$ cat src/rtl/design_exmpl_host_rtl_if.sv
// Request/response handshake bundle between a run requester and the design-example host.
interface design_exmpl_host_rtl_if;
    logic       req_valid_i;
    logic       req_ready_o;
    logic       rsp_valid_o;
    logic       rsp_ready_i;
    logic [3:0] rsp_A_o4;
    logic       rsp_E_o;
    logic       rsp_tmo_o;

    modport master (
        output req_valid_i, rsp_ready_i,
        input  req_ready_o, rsp_valid_o, rsp_A_o4, rsp_E_o, rsp_tmo_o
    );

    modport slave (
        input  req_valid_i, rsp_ready_i,
        output req_ready_o, rsp_valid_o, rsp_A_o4, rsp_E_o, rsp_tmo_o
    );
endinterface

$ cat src/rtl/design_exmpl_host_rtl.sv
// Runs one start/F transaction on the design example and returns A/E (or a watchdog abort).
// Latency: response 15 cycles after start_o with the real example; result held until rsp_ready_i.
module design_exmpl_host_rtl #(
    parameter int TIMEOUT_CYCLES = 32
) (
    input  logic                       clk_i,
    input  logic                       rst_i,
    design_exmpl_host_rtl_if.slave     host,
    output logic                       start_o,
    input  logic [3:0]                 A_i4,
    input  logic                       E_i,
    input  logic                       F_i,
    output logic                       busy_o
);

    localparam int CW = $clog2(TIMEOUT_CYCLES) + 1;

    typedef enum logic [2:0] {
        IDLE      = 3'd0,
        START     = 3'd1,
        WAIT_CLR  = 3'd2,
        WAIT_DONE = 3'd3,
        RESP      = 3'd4
    } state_t;

    state_t          state;
    state_t          next_state;
    logic [CW-1:0]   count;
    logic            in_wait;
    logic            tmo_hit;
    logic            done_ok;
    logic            capture;

    assign in_wait = (state == WAIT_CLR) || (state == WAIT_DONE);
    assign tmo_hit = (count == CW'(TIMEOUT_CYCLES - 1));
    assign done_ok = (state == WAIT_DONE) && F_i;
    assign capture = in_wait && (next_state == RESP);

    always_ff @(posedge clk_i or posedge rst_i) begin
        if (rst_i) begin
            state <= IDLE;
        end else begin
            state <= next_state;
        end
    end

    // A normal exit is tested before the watchdog so it wins on the last budget cycle.
    always_comb begin
        next_state = state;
        case (state)
            IDLE:      if (host.req_valid_i) next_state = START;
            START:     next_state = WAIT_CLR;
            WAIT_CLR:  begin
                if (!F_i)         next_state = WAIT_DONE;
                else if (tmo_hit) next_state = RESP;
            end
            WAIT_DONE: begin
                if (F_i)          next_state = RESP;
                else if (tmo_hit) next_state = RESP;
            end
            RESP:      if (host.rsp_ready_i) next_state = IDLE;
            default:   next_state = IDLE;
        endcase
    end

    always_comb begin
        host.req_ready_o = (state == IDLE);
        busy_o           = (state != IDLE);
    end

    // Handshake outputs are registered from next_state so they line up with the state they mark.
    always_ff @(posedge clk_i or posedge rst_i) begin
        if (rst_i) begin
            start_o          <= 1'b0;
            host.rsp_valid_o <= 1'b0;
            host.rsp_A_o4    <= 4'd0;
            host.rsp_E_o     <= 1'b0;
            host.rsp_tmo_o   <= 1'b0;
            count            <= '0;
        end else begin
            start_o          <= (next_state == START);
            host.rsp_valid_o <= (next_state == RESP);
            if (state == START) begin
                count <= '0;
            end else if (in_wait) begin
                count <= count + CW'(1);
            end
            if (capture) begin
                host.rsp_A_o4  <= A_i4;
                host.rsp_E_o   <= E_i;
                host.rsp_tmo_o <= !done_ok;
            end
        end
    end

endmodule

$ cat src/flat_wrapper.sv
// flat-port wrapper written by rule: the top's interface ports become plain ports
module design_exmpl_host_rtl_flat 
#(
    parameter int TIMEOUT_CYCLES = 32
)
  (clk_i, rst_i, start_o, A_i4, E_i, F_i, busy_o, host_req_valid_i, host_rsp_ready_i, host_req_ready_o, host_rsp_valid_o, host_rsp_A_o4, host_rsp_E_o, host_rsp_tmo_o);
  design_exmpl_host_rtl_if host_i ();
  input  logic clk_i;
  input  logic rst_i;
  output logic start_o;
  input  logic [3:0] A_i4;
  input  logic E_i;
  input  logic F_i;
  output logic busy_o;
  input wire logic [$bits(host_i.req_valid_i)-1:0] host_req_valid_i;
  input wire logic [$bits(host_i.rsp_ready_i)-1:0] host_rsp_ready_i;
  output wire logic [$bits(host_i.req_ready_o)-1:0] host_req_ready_o;
  output wire logic [$bits(host_i.rsp_valid_o)-1:0] host_rsp_valid_o;
  output wire logic [$bits(host_i.rsp_A_o4)-1:0] host_rsp_A_o4;
  output wire logic [$bits(host_i.rsp_E_o)-1:0] host_rsp_E_o;
  output wire logic [$bits(host_i.rsp_tmo_o)-1:0] host_rsp_tmo_o;
  assign host_i.req_valid_i = host_req_valid_i;
  assign host_i.rsp_ready_i = host_rsp_ready_i;
  assign host_req_ready_o = host_i.req_ready_o;
  assign host_rsp_valid_o = host_i.rsp_valid_o;
  assign host_rsp_A_o4 = host_i.rsp_A_o4;
  assign host_rsp_E_o = host_i.rsp_E_o;
  assign host_rsp_tmo_o = host_i.rsp_tmo_o;
  design_exmpl_host_rtl #(.TIMEOUT_CYCLES(TIMEOUT_CYCLES)) u_core (.clk_i(clk_i), .rst_i(rst_i), .host(host_i), .start_o(start_o), .A_i4(A_i4), .E_i(E_i), .F_i(F_i), .busy_o(busy_o));
endmodule
$ cat config.mk
export PLATFORM = sky130hd
export DESIGN_NAME = design_exmpl_host_rtl_flat
export DESIGN_NICKNAME = d
export VERILOG_FILES = /design/src/rtl/design_exmpl_host_rtl_if.sv /design/src/rtl/design_exmpl_host_rtl.sv /design/src/flat_wrapper.sv
export SDC_FILE = /design/constraint.sdc
export NUM_CORES = 1
export LEC_CHECK = 0
export CAP_MARGIN = 20
export CORE_MARGIN = 4
export CORE_UTILIZATION = 49
export CTS_CLUSTER_SIZE = 40
export DETAILED_ROUTE_END_ITERATION = 10
export PLACE_DENSITY_LB_ADDON = 0.3
export SETUP_SLACK_MARGIN = 0.3
export SYNTH_ARGS = -nofsm -noshare
export SYNTH_HDL_FRONTEND = slang
export SYNTH_SLANG_ARGS = --single-unit
$ cat constraint.sdc
create_clock -name clk_i -period 3.8 [get_ports clk_i]
set_clock_uncertainty 0.1 [all_clocks]
set_input_delay 0.95 -clock clk_i [delete_from_list [all_inputs] [get_ports clk_i]]
set_output_delay 0.95 -clock clk_i [all_outputs]
set_load 0.01 [all_outputs]
# Yosys cells after proc, flatten, opt, wreduce, memory -nomap -nowiden

Cells that the tools add are included.

Word-level logic and storage cells: 30
Register bits: 17
Output and inout bits: 10
Input bits: 10

Reduce and logical (&&, ||, !) cells: 7
Muxes and demuxes: 8
Add/subtract/negate cells: 1
Equality and inequality tests: 7

Operators with widths:

| kind                                           | count |
|---|---|
| two-way mux 3 bit                              | 5 |
| one-hot mux 3 bit (5 select lines)             | 1 |
| two-way mux 6 bit                              | 2 |
| adder 6 x 1 -> 6 bit (second input constant)   | 1 |
| == test 3 x 1 -> 1 bit (second input constant) | 2 |
| == test 3 x 2 -> 1 bit (second input constant) | 2 |
| == test 3 bit (second input constant)          | 2 |
| == test 6 x 5 -> 1 bit (second input constant) | 1 |
| zero test 3 bit                                | 1 |
| nonzero test 3 bit                             | 1 |
| logical AND 1 bit                              | 2 |
| nonzero test 2 bit                             | 1 |
| zero test 1 bit                                | 1 |
| logical OR 1 bit                               | 1 |

# Longest topological paths before layout

Word-level depth: 6
Gate-level depth with buffers: 5
Depth with buffers taken out: 5

# Worst setup path after synthesis

Ideal clock, no wire load.

Path kind: register to output
Start point: register u_core.state[1]
End point: output port busy_o
Arrival: 1.067 ns
Path buffers: 1
Path slack: 1.683 ns
Stages on the path, launching flop included: 4
Required time: 2.750 ns
Cell sequence: dfrtp_1 > clkbuf_1 > nor3_1 > inv_1

Cells in the longest elaborated chain, start to end: 1

RTL lines:

| what                   | line                        | RTL |
|---|---|---|
| start, declared        | design_exmpl_host_rtl.sv:26 | `state_t state;` |
| start signal, assigned | design_exmpl_host_rtl.sv:43 | `state <= next_state;` |
| nonzero test 3 bit     | design_exmpl_host_rtl.sv:68 | `busy_o = (state != IDLE);` |
| end, declared          | flat_wrapper.sv:14          | `output logic busy_o;` |

Every way passes these cells.

# Worst setup path in the final report

Start point: register u_core.state[1]
End point: output port host_req_ready_o

Cells in the longest elaborated chain, start to end: 1

RTL lines:

| what            | line                        | RTL |
|---|---|---|
| zero test 3 bit | design_exmpl_host_rtl.sv:67 | `host.req_ready_o = (state == IDLE);` |
| end, declared   | flat_wrapper.sv:17          | `output wire logic [$bits(host_i.req_ready_o)-1:0] host_req_ready_o;` |

Every way passes these cells.

==> results.yml <==
power:
  leakagePower_nw: 0.451
  ir_drop_v: 0.000372
  power.density_nw_per_um2: 748
die:
  pin_count: 20
  die_width_um: 47.5
  die_height_um: 47.5
  row_count: 14
  die_area_um2: 2260
  start_util: 0.514
  core-area_um2: 1490
setup_path:
  r2r_start: "u_core.count[0]"
  cp.required_ns: 2.75
  path_buf_inv: 1
  cp.depth: 2
  worstPathCellList: "nor3_1 > clkdlybuf4s50_1"
  crit_type: "flip-flop to output pin"
  start_kind: "flip-flop"
  timing.rr.end: "u_core.host.rsp_A_o4[0]"
  r2r_cells: 5
  path_max_fanout: 10
  regToRegSetupSlack_ns: 1.84
  critPathMaxStageDelay_ns: 0.60
  cp_top_family: "buffers and inverters"
  cp.arrival_ns: 1.71
  cp-startpoint: "u_core.state[1]"
  end_kind: "output pin"
  critical_path.slowest_cell: "clkdlybuf4s50_1"
detailed_routing:
  drt-wirelength-per-cell_um: 14.5
  drt_first_iter_violations: 2
  via_per_inst: 5.52
  drt.antenna.violating_nets: 0
  vias: 569
  drt-pass1-iter-count: 4
  post-route-drc-count: 0
  drt-total-wl_mm: 1.50
global_route:
  grt_overflow: 0
  grt_pass1_wl_mm: 2.57
  first_global_vias: 590
  grt_antenna_before_repair: 0
  track_usage: 0.166
  grt_max_degree: 18
logic_synthesis:
  synth_top_cell_by_area: "dfrtp_1"
  syn_inst: 65
  syn-num-nets: 76
  synth.yosys.warnings: 0
  synth_top_cell_area_share: 0.556
  synth_area_um2: 766
  synth_seq_area_share: 0.556
  syn_area_per_cell_um2: 11.8
  ys_ff_latch: 17
  synth.area.top_cells: "dfrtp_1 56%, mux2_2 7.4%, a22o_1 3.4%"
  yosysUniqueCellTypes: 29
final_layout:
  n_antenna_cell: 0
  areaGrowthSynthToFinish_pct: 30.4
  nets: 99
  layout-drive-gt1-share: 0.161
placed_design:
  io_buffer_count: 19
  place_ws_ns: 1.33
  dp_hpwl_mm: 1.12
  gp_congestion: 0.755
timing:
  rsz0062_at_grt: "no"
  worst_slack_ns: 1.04
  hold_viol: 0
  fin_crit_sh: 0.725
  tightest_slew_ns: 0.633
  slew_violations: 0
  period_minus_slack_ns: 2.76
  finalSetupViolations: 0
  max_freq_mhz: 363
  slew_headroom: 0.578
  fin_tns_setup_ns: 0
clocking:
  clockRootBuffer: "clkbuf_4"
  numCtsBuffers: 3
  tritoncts: "done"
  post_cts_buffers: 0
  cts_resized: 0
  insertion_delay_ns: 0.29
  cts_hold_buf: 0
  clockBufferDepth: 2
  clkSinkCount: 17
  cts_max_level: 1
  path_clk_slew_ns: 0.10
outcome:
  outcome: "finished clean"
job:
  drv_cap: 0
worst_hold_path:
  hp-class: "flip-flop to flip-flop"
  worst_hold_path.endpoint: "u_core.host.rsp_A_o4[2]"
  holdPathStages: 1
  hp-start: "u_core.host.rsp_A_o4[2]"
layer usage:
| metal | part of all wire | vias to the layer above | global-route usage |
|---|---|---|---|
| li1 | - | 281 | - |
| met1 | 0.46 | 272 | 0.212 |
| met2 | 0.49 | 12 | 0.254 |
| met3 | 0.033 | 4 | 0.0414 |
| met4 | 0.015 | 0 | 0.0968 |
| met5 | 0 | - | 0 |
flip-flops by register name, indices dropped and copies added, names as in the netlist:
register / cells
u_core.count: 6
u_core.host.rsp_A_o4: 4
u_core.state: 3
u_core.host.rsp_E_o: 1
u_core.host.rsp_tmo_o: 1
u_core.host.rsp_valid_o: 1
u_core.start_o: 1
logic make-up after synthesis:
family / Yosys count / share of synthesized area
fa+ha+maj: 1 / 0.0163
simple gates: 20 / 0.162
flops: 17 / 0.556
mux: 6 / 0.0866
buf+inv: 5 / 0.0245
compound gates: 16 / 0.155
cells in the mapped netlist:
cell,count
a22o_1,3
a21o_2,1
nor3_4,1
nor2b_1,1
nor2_1,1
nand2_1,4
nand2b_1,2
a21o_1,2
or2_2,2
mux2_2,5
a31oi_1,1
mux2i_1,1
inv_1,4
and2_1,1
a22o_2,1
nor3_1,3
ha_1,1
o21bai_1,1
nand3_1,2
and4_4,1
o21a_1,1
nor4_1,1
dfrtp_1,17
clkbuf_1,1
o21ai_0,2
nor4b_1,1
a32oi_1,1
a21oi_1,2
o2111ai_1,1
worst register-to-register path: stages (launching register included):
cell and delay [ns]:
dfrtp_1 0.40, ha_1 0.23, and4_4 0.26, a21oi_1 0.12, nor3_4 0.35, mux2_2 0.39
cells in the final DEF (no fill, tap or decap):
master	count
mux2i_1	1
nor4b_1	1
a21oi_1	2
clkbuf_4	3
nand2_1	4
nand2b_1	2
o2111ai_1	1
a22o_1	3
nor4_1	1
nor3_1	3
nor2b_1	1
clkdlybuf4s50_1	19
a22o_2	1
clkbuf_1	1
nor2_1	1
nand3_1	2
a21o_2	1
dfrtp_1	17
o21bai_1	1
a31oi_1	1
nor3_4	1
a32oi_1	1
o21ai_0	2
and2_1	1
ha_1	1
mux2_2	5
a21o_1	2
inv_1	4
or2_2	2
and4_4	1
o21a_1	1
worst max path at each step:
stage | endpoint | slack [ns]
after floorplan | busy_o | 1.68
after global placement | u_core.host.rsp_A_o4[2] | 1.34
after detailed placement | u_core.host.rsp_A_o4[0] | 1.33
after CTS | host_req_ready_o | 1.02
after global routing | host_req_ready_o | 0.90
final | host_req_ready_o | 1.04
power breakdown:
group | leakage (nW) | switching, mW | internal, mW
registers | 0.216 | 0.0762 | 0.255
clock network | 0.0150 | 0.0557 | 0.0408
logic | 0.219 | 0.134 | 0.185
metrics by stage:
step / util / hold WS [ns] / instances / area [um^2] / power, mW
4_1_cts: 0.671 / 0.418 / 103 / 998 / 0.754
3_3_place_gp: 0.653 / 0.389 / 99 / 972 / 0.644
6_report: 0.671 / 0.416 / 103 / 998 / 0.747
5_1_grt: 0.671 / 0.447 / 103 / 998 / 0.805
2_1_floorplan: - / 0.384 / 65 / 766 / 0.511
3_5_place_dp: 0.653 / 0.396 / 99 / 972 / 0.657
cell type report:
cell class | count | area [um^2]
multi-input combinational | 43 | 322
tap | 16 | 20.0
timing repair buffer | 19 | 190
sequential | 17 | 425
inverter | 4 | 15.0
fill | 112 | 490
clock buffer | 4 | 26.3
Note: power is estimated with default switching activity, not from simulation.
